## config.mk

```make
export PLATFORM = sky130hd
export DESIGN_NAME = prog_loader
export DESIGN_NICKNAME = d
export VERILOG_FILES = /design/src/rtl/prog_loader.sv
export SDC_FILE = /design/constraint.sdc
export NUM_CORES = 1
export LEC_CHECK = 0
export CORE_AREA = 2 2 110 101
export CTS_BUF_LIST = sky130_fd_sc_hd__clkbuf_8
export DETAILED_ROUTE_END_ITERATION = 10
export DIE_AREA = 0 0 112 103
export GPL_ROUTABILITY_DRIVEN = 0
export PLACE_DENSITY = 0.95
export REMOVE_ABC_BUFFERS = 1
export SYNTH_ARGS = -nofsm -noshare
export SYNTH_HDL_FRONTEND = slang
export SYNTH_SLANG_ARGS = --single-unit
```

## constraint.sdc

```tcl
create_clock -name clk -period 5.41 [get_ports clk]
set_clock_uncertainty 0.05 [all_clocks]
set_input_delay 0.8115 -clock clk [delete_from_list [all_inputs] [get_ports clk]]
set_output_delay 0.8115 -clock clk [all_outputs]
set_load 0.05 [all_outputs]
```

## src/rtl/prog_loader.sv

```systemverilog
`default_nettype none
// ============================================================================
// Module  : prog_loader
// Brief   : Assembles a header-prefixed little-endian byte stream into 32-bit
//           words and writes them into the instruction RAM, holding the CPU
//           until the complete image is in place.
// Revision: 1.0 - initial release
// ============================================================================
module prog_loader #(
    parameter int WIDTH  = 32,
    parameter int LENGTH = 256
) (
    input  logic             clk,
    input  logic             rst,
    input  logic             start,
    input  logic [7:0]       rx_data,
    input  logic             rx_valid,
    output logic             rx_ready,
    output logic             mem_we,
    output logic [WIDTH-1:0] mem_addr,
    output logic [WIDTH-1:0] mem_wdata,
    output logic             busy,
    output logic             done,
    output logic             error,
    output logic             cpu_hold,
    output logic [15:0]      words_written
);

    localparam logic [15:0] c_LENGTH = 16'(LENGTH);

    typedef enum logic [2:0] {
        S_IDLE  = 3'd0,
        S_HDR0  = 3'd1,
        S_HDR1  = 3'd2,
        S_DATA  = 3'd3,
        S_WRITE = 3'd4,
        S_DONE  = 3'd5,
        S_ERR   = 3'd6
    } state_t;

    state_t           r_state;
    state_t           w_next;
    logic [7:0]       r_n_lo;
    logic [15:0]      r_n;
    logic [1:0]       r_idx;
    logic [WIDTH-1:0] r_asm;
    logic [WIDTH-1:0] r_addr;
    logic [WIDTH-1:0] r_wdata;
    logic [15:0]      r_words;

    logic [15:0]      w_hdr_n;
    logic [15:0]      w_words_inc;
    logic             w_restart;
    logic [WIDTH-1:0] w_word;

    assign w_hdr_n     = {rx_data, r_n_lo};
    assign w_words_inc = r_words + 16'd1;
    assign w_restart   = start && ((r_state == S_IDLE) || (r_state == S_DONE) ||
                                   (r_state == S_ERR));

    // The final byte is merged on the fly so the word is ready the same edge.
    always_comb begin
        w_word = r_asm;
        w_word[24 +: 8] = rx_data;
    end

    always_ff @(posedge clk) begin
        if (rst) begin
            r_state <= S_IDLE;
        end else begin
            r_state <= w_next;
        end
    end

    always_comb begin
        w_next   = r_state;
        rx_ready = 1'b0;
        mem_we   = 1'b0;
        busy     = 1'b0;
        done     = 1'b0;
        error    = 1'b0;
        cpu_hold = 1'b1;
        case (r_state)
            S_IDLE: begin
                if (start) w_next = S_HDR0;
            end
            S_HDR0: begin
                rx_ready = 1'b1;
                busy     = 1'b1;
                if (rx_valid) w_next = S_HDR1;
            end
            S_HDR1: begin
                rx_ready = 1'b1;
                busy     = 1'b1;
                if (rx_valid) begin
                    if (w_hdr_n == 16'd0)          w_next = S_DONE;
                    else if (w_hdr_n > c_LENGTH)   w_next = S_ERR;
                    else                           w_next = S_DATA;
                end
            end
            S_DATA: begin
                rx_ready = 1'b1;
                busy     = 1'b1;
                if (rx_valid && (r_idx == 2'd3)) w_next = S_WRITE;
            end
            S_WRITE: begin
                // A reset landing on the write cycle must not reach the RAM.
                mem_we = ~rst;
                busy   = 1'b1;
                if (w_words_inc == r_n) w_next = S_DONE;
                else                    w_next = S_DATA;
            end
            S_DONE: begin
                done     = 1'b1;
                cpu_hold = 1'b0;
                if (start) w_next = S_HDR0;
            end
            S_ERR: begin
                error = 1'b1;
                if (start) w_next = S_HDR0;
            end
            default: begin
                w_next = S_IDLE;
            end
        endcase
    end

    always_ff @(posedge clk) begin
        if (rst) begin
            r_n_lo  <= '0;
            r_n     <= '0;
            r_idx   <= '0;
            r_asm   <= '0;
            r_addr  <= '0;
            r_wdata <= '0;
            r_words <= '0;
        end else begin
            if (w_restart) begin
                r_words <= '0;
                r_addr  <= '0;
                r_idx   <= '0;
            end
            case (r_state)
                S_HDR0: begin
                    if (rx_valid) r_n_lo <= rx_data;
                end
                S_HDR1: begin
                    if (rx_valid) r_n <= w_hdr_n;
                end
                S_DATA: begin
                    if (rx_valid) begin
                        if (r_idx == 2'd3) begin
                            r_wdata <= w_word;
                            r_idx   <= 2'd0;
                        end else begin
                            r_asm[8*r_idx +: 8] <= rx_data;
                            r_idx               <= r_idx + 2'd1;
                        end
                    end
                end
                S_WRITE: begin
                    r_addr  <= r_addr + WIDTH'(4);
                    r_words <= w_words_inc;
                end
                default: begin
                end
            endcase
        end
    end

    assign mem_addr      = r_addr;
    assign mem_wdata     = r_wdata;
    assign words_written = r_words;

endmodule
`default_nettype wire

```

==> results.json <==
{
  "worst_slew_pin_slew_ns": 1.167,
  "cp.arrival_ns": 2.63,
  "wl_met3_um": 887,
  "multi_input_area_um2": 3187,
  "worstSetupPathType": "reg2out",
  "drt_wl_total_mm": 15.63,
  "area_growth_pct": 21.50,
  "ff2ff_path_depth": 6,
  "regToRegSetupSlack_ns": 2.77,
  "drc": 0,
  "maxCapViolCount": 0,
  "synth_top_family_by_area": "simple AND/OR/NAND/NOR gates",
  "h-tree-depth": 4,
  "synth-main-ff-cell": "dfxtp_1",
  "irDropWorstVdd_mv": 0.4507,
  "dieArea_um2": 11540,
  "worstHoldEndpoint": "mem_wdata[1]",
  "routed.top_layer": "met4",
  "synth_adder_area_share_pct": 1.435,
  "clock_sinks": 131,
  "dr_wl_met2_mm": 7.516,
  "finalPower_mw": 2.467,
  "clk_latency_ns": 0.46,
  "m1WireLength_mm": 6.903,
  "cts_tree": "yes",
  "whs_path_depth": 2,
  "hold_viol": 0,
  "antennaDiodeCount": 0,
  "relSlewSlack_pct": 22.21,
  "instances_no_fill": 991,
  "syn_area_per_cell_um2": 7.826,
  "rows": 36,
  "yosysTopAreaCell": "dfxtp_1",
  "cts-resized-gates": 0,
  "crit_path_start": "r_state[1]",
  "setup_tns_ns": 0,
  "synth_top_cells_by_area": "dfxtp_1 (43%), nand2_1 (11%), a21oi_1 (9.3%)",
  "cts-hold-fix-buffers": 0,
  "grt_antenna_before_repair": 0,
  "grt_pass1_wl_mm": 25.43,
  "holdCritStartpoint": "r_asm[1]",
  "min_period_ns": 3.491,
  "post_cts_buffers": 0,
  "fp.dieW_um": 112,
  "core-area_um2": 10540,
  "start_util_pct": 57.92,
  "synth_compound_area_share_pct": 16.11,
  "synth_xor_area_share_pct": 4.017,
  "synth_simple_gate_area_share_pct": 28.57,
  "netlist.area_leader.share_pct": 42.96,
  "status": "complete, no violations",
  "rsz0062_at_grt": "false",
  "slew_violations": 0,
  "dp.cells": 959,
  "final_antenna_net_count": 0,
  "ys_seq_area_share_pct": 42.96,
  "clk_pin_slew_ns": 0.07,
  "vias": 5846,
  "cts_inserted_buffers": 17,
  "cp-end-kind": "output pin",
  "required_ns": 4.55,
  "vias_per_cell": 5.899,
  "syn_inst": 780,
  "first_pass_iters": 5,
  "post-dp-hpwl_mm": 10.03,
  "yosys.cell_types.count": 60,
  "nets": 864,
  "place_ws_ns": 2.153,
  "timing.fmax_mhz": 286.5,
  "power_leakage_nw": 2.488,
  "track_usage_pct": 27.13,
  "drt_iter0_markers": 480,
  "async_flop_share_pct": 0,
  "startpoint_type": "flip-flop",
  "clock-root-buffer": "clkbuf_8",
  "grt_overflow": 0,
  "syn-cell-area_um2": 6105,
  "grt_max_degree": 94,
  "die_h_um": 103,
  "ios": 98,
  "reg2reg_to": "mem_addr[11]",
  "fillers": 837,
  "drive_gt1_share_pct": 7.226,
  "setup_viol": 0,
  "hold_path_class": "reg2reg",
  "rr_startpoint": "r_state[2]",
  "grt_pass1_vias": 5387,
  "pwr_density_cell_nw_per_um2": 332.6,
  "setup_ws_ns": 1.919,
  "post-route-period-util_pct": 64.52,
  "yosysWarnings": 0,
  "cp_max_fo": 30,
  "synth_edf_count": 0,
  "ys_ff_latch": 131,
  "clk_path_buf_depth": 2,
  "regArea_um2": 2623,
  "wire_per_inst_um": 15.77,
  "synth_mux_area_share_pct": 1.947,
  "io_buffers": 95
}
-- power by group --
group          switching (mW)  internal (mW)
Clock                   0.384          0.479
Combinational           0.377          0.166
Sequential             0.0635          0.996
-- flip-flops by register name, indices dropped and copies added (netlist names) --
signal / cells
r_state: 3
r_asm: 24
mem_addr: 30
r_n: 16
r_n_lo: 8
mem_wdata: 32
words_written: 16
r_idx: 2
-- worst max-delay path, cell delays in order (launching register included) --
cell             delay [ns]
dfxtp_1                0.47
nor2_1                 0.43
nand2_4                0.29
nor2_1                 0.17
clkdlybuf4s50_1        0.81
-- worst max-delay path by stage --
stage / endpoint / slack (ns) / depth (start not counted)
2_1_floorplan: mem_addr[30] / 2.86 / 6
3_3_place_gp: mem_wdata[7] / 2.34 / 6
3_5_place_dp: mem_wdata[14] / 2.15 / 6
4_1_cts: mem_we / 1.94 / 4
5_1_grt: mem_we / 1.82 / 4
6_report: mem_we / 1.92 / 4
-- synthesized netlist by cell type, types with 8 or more instances --
cell type    n
a21oi_1    114
and3_1       9
buf_2       12
clkbuf_1    36
dfxtp_1    131
inv_1       12
nand2_1    171
nand3_1     45
nand4_1     13
nor2_1      45
nor3_1      20
nor4_1       8
o211ai_1     8
o21ai_0     18
xnor2_1     13
xor2_1      15
-- kinds of logic (layout without fill, tap and decap cells) --
logic type | count (synthesis) | in the layout
other | 1 | 2
flip-flops | 131 | 131
multiplexers | 11 | 11
AO/OA/AOI/OAI | 173 | 173
buffers and inverters | 66 | 143
adder cells (fa/ha/maj) | 7 | 7
XOR/XNOR | 28 | 28
AND/OR/NAND/NOR | 363 | 363
-- final cells by class --
class / instances / area share (%)
clock inverter: 9 / 1.366
multi-input combinational: 584 / 42.97
inverter: 12 / 0.6073
clock buffer: 23 / 4.268
timing repair buffer: 99 / 13.19
sequential: 131 / 35.36
tap: 133 / 2.244
-- stage by stage --
step	utilization, %	hold WS, ns	instance area, µm²
global route	70.37	0.4243	7417
finish	70.37	0.4051	7417
global placement	66.41	0.3889	6999
floorplan	-	0.3760	5854
detailed placement	66.41	0.3959	6999
CTS	70.37	0.4076	7417
-- layout by cell type (no fill, tap or decap), types with 4 or more instances in the layout --
cell type / count
inv_1: 13
and3_2: 4
o21ai_0: 18
mux2_2: 7
a21oi_1: 114
nand2_1: 171
mux2i_1: 4
a311oi_1: 6
nor3b_1: 6
nand4_1: 13
xnor2_1: 13
or3_1: 7
nor4_1: 8
a31oi_1: 4
xor2_1: 15
and2_1: 7
nand3_1: 45
dfxtp_1: 131
nand3b_1: 4
nor2_1: 45
or2_2: 4
a211oi_1: 5
and3_1: 9
nor3_1: 20
o211ai_1: 8
clkdlybuf4s50_1: 94
clkbuf_8: 23
ha_1: 7
buf_4: 5
-- routing by layer --
metal / GRT usage (%) / vias to the layer above
met3: 5.585 / 33
li1: - / 2847
met2: 46.34 / 188
met4: 12.57 / 0
met1: 33.49 / 2778
met5: 0 / -
Power figures use the tool's default switching activity.
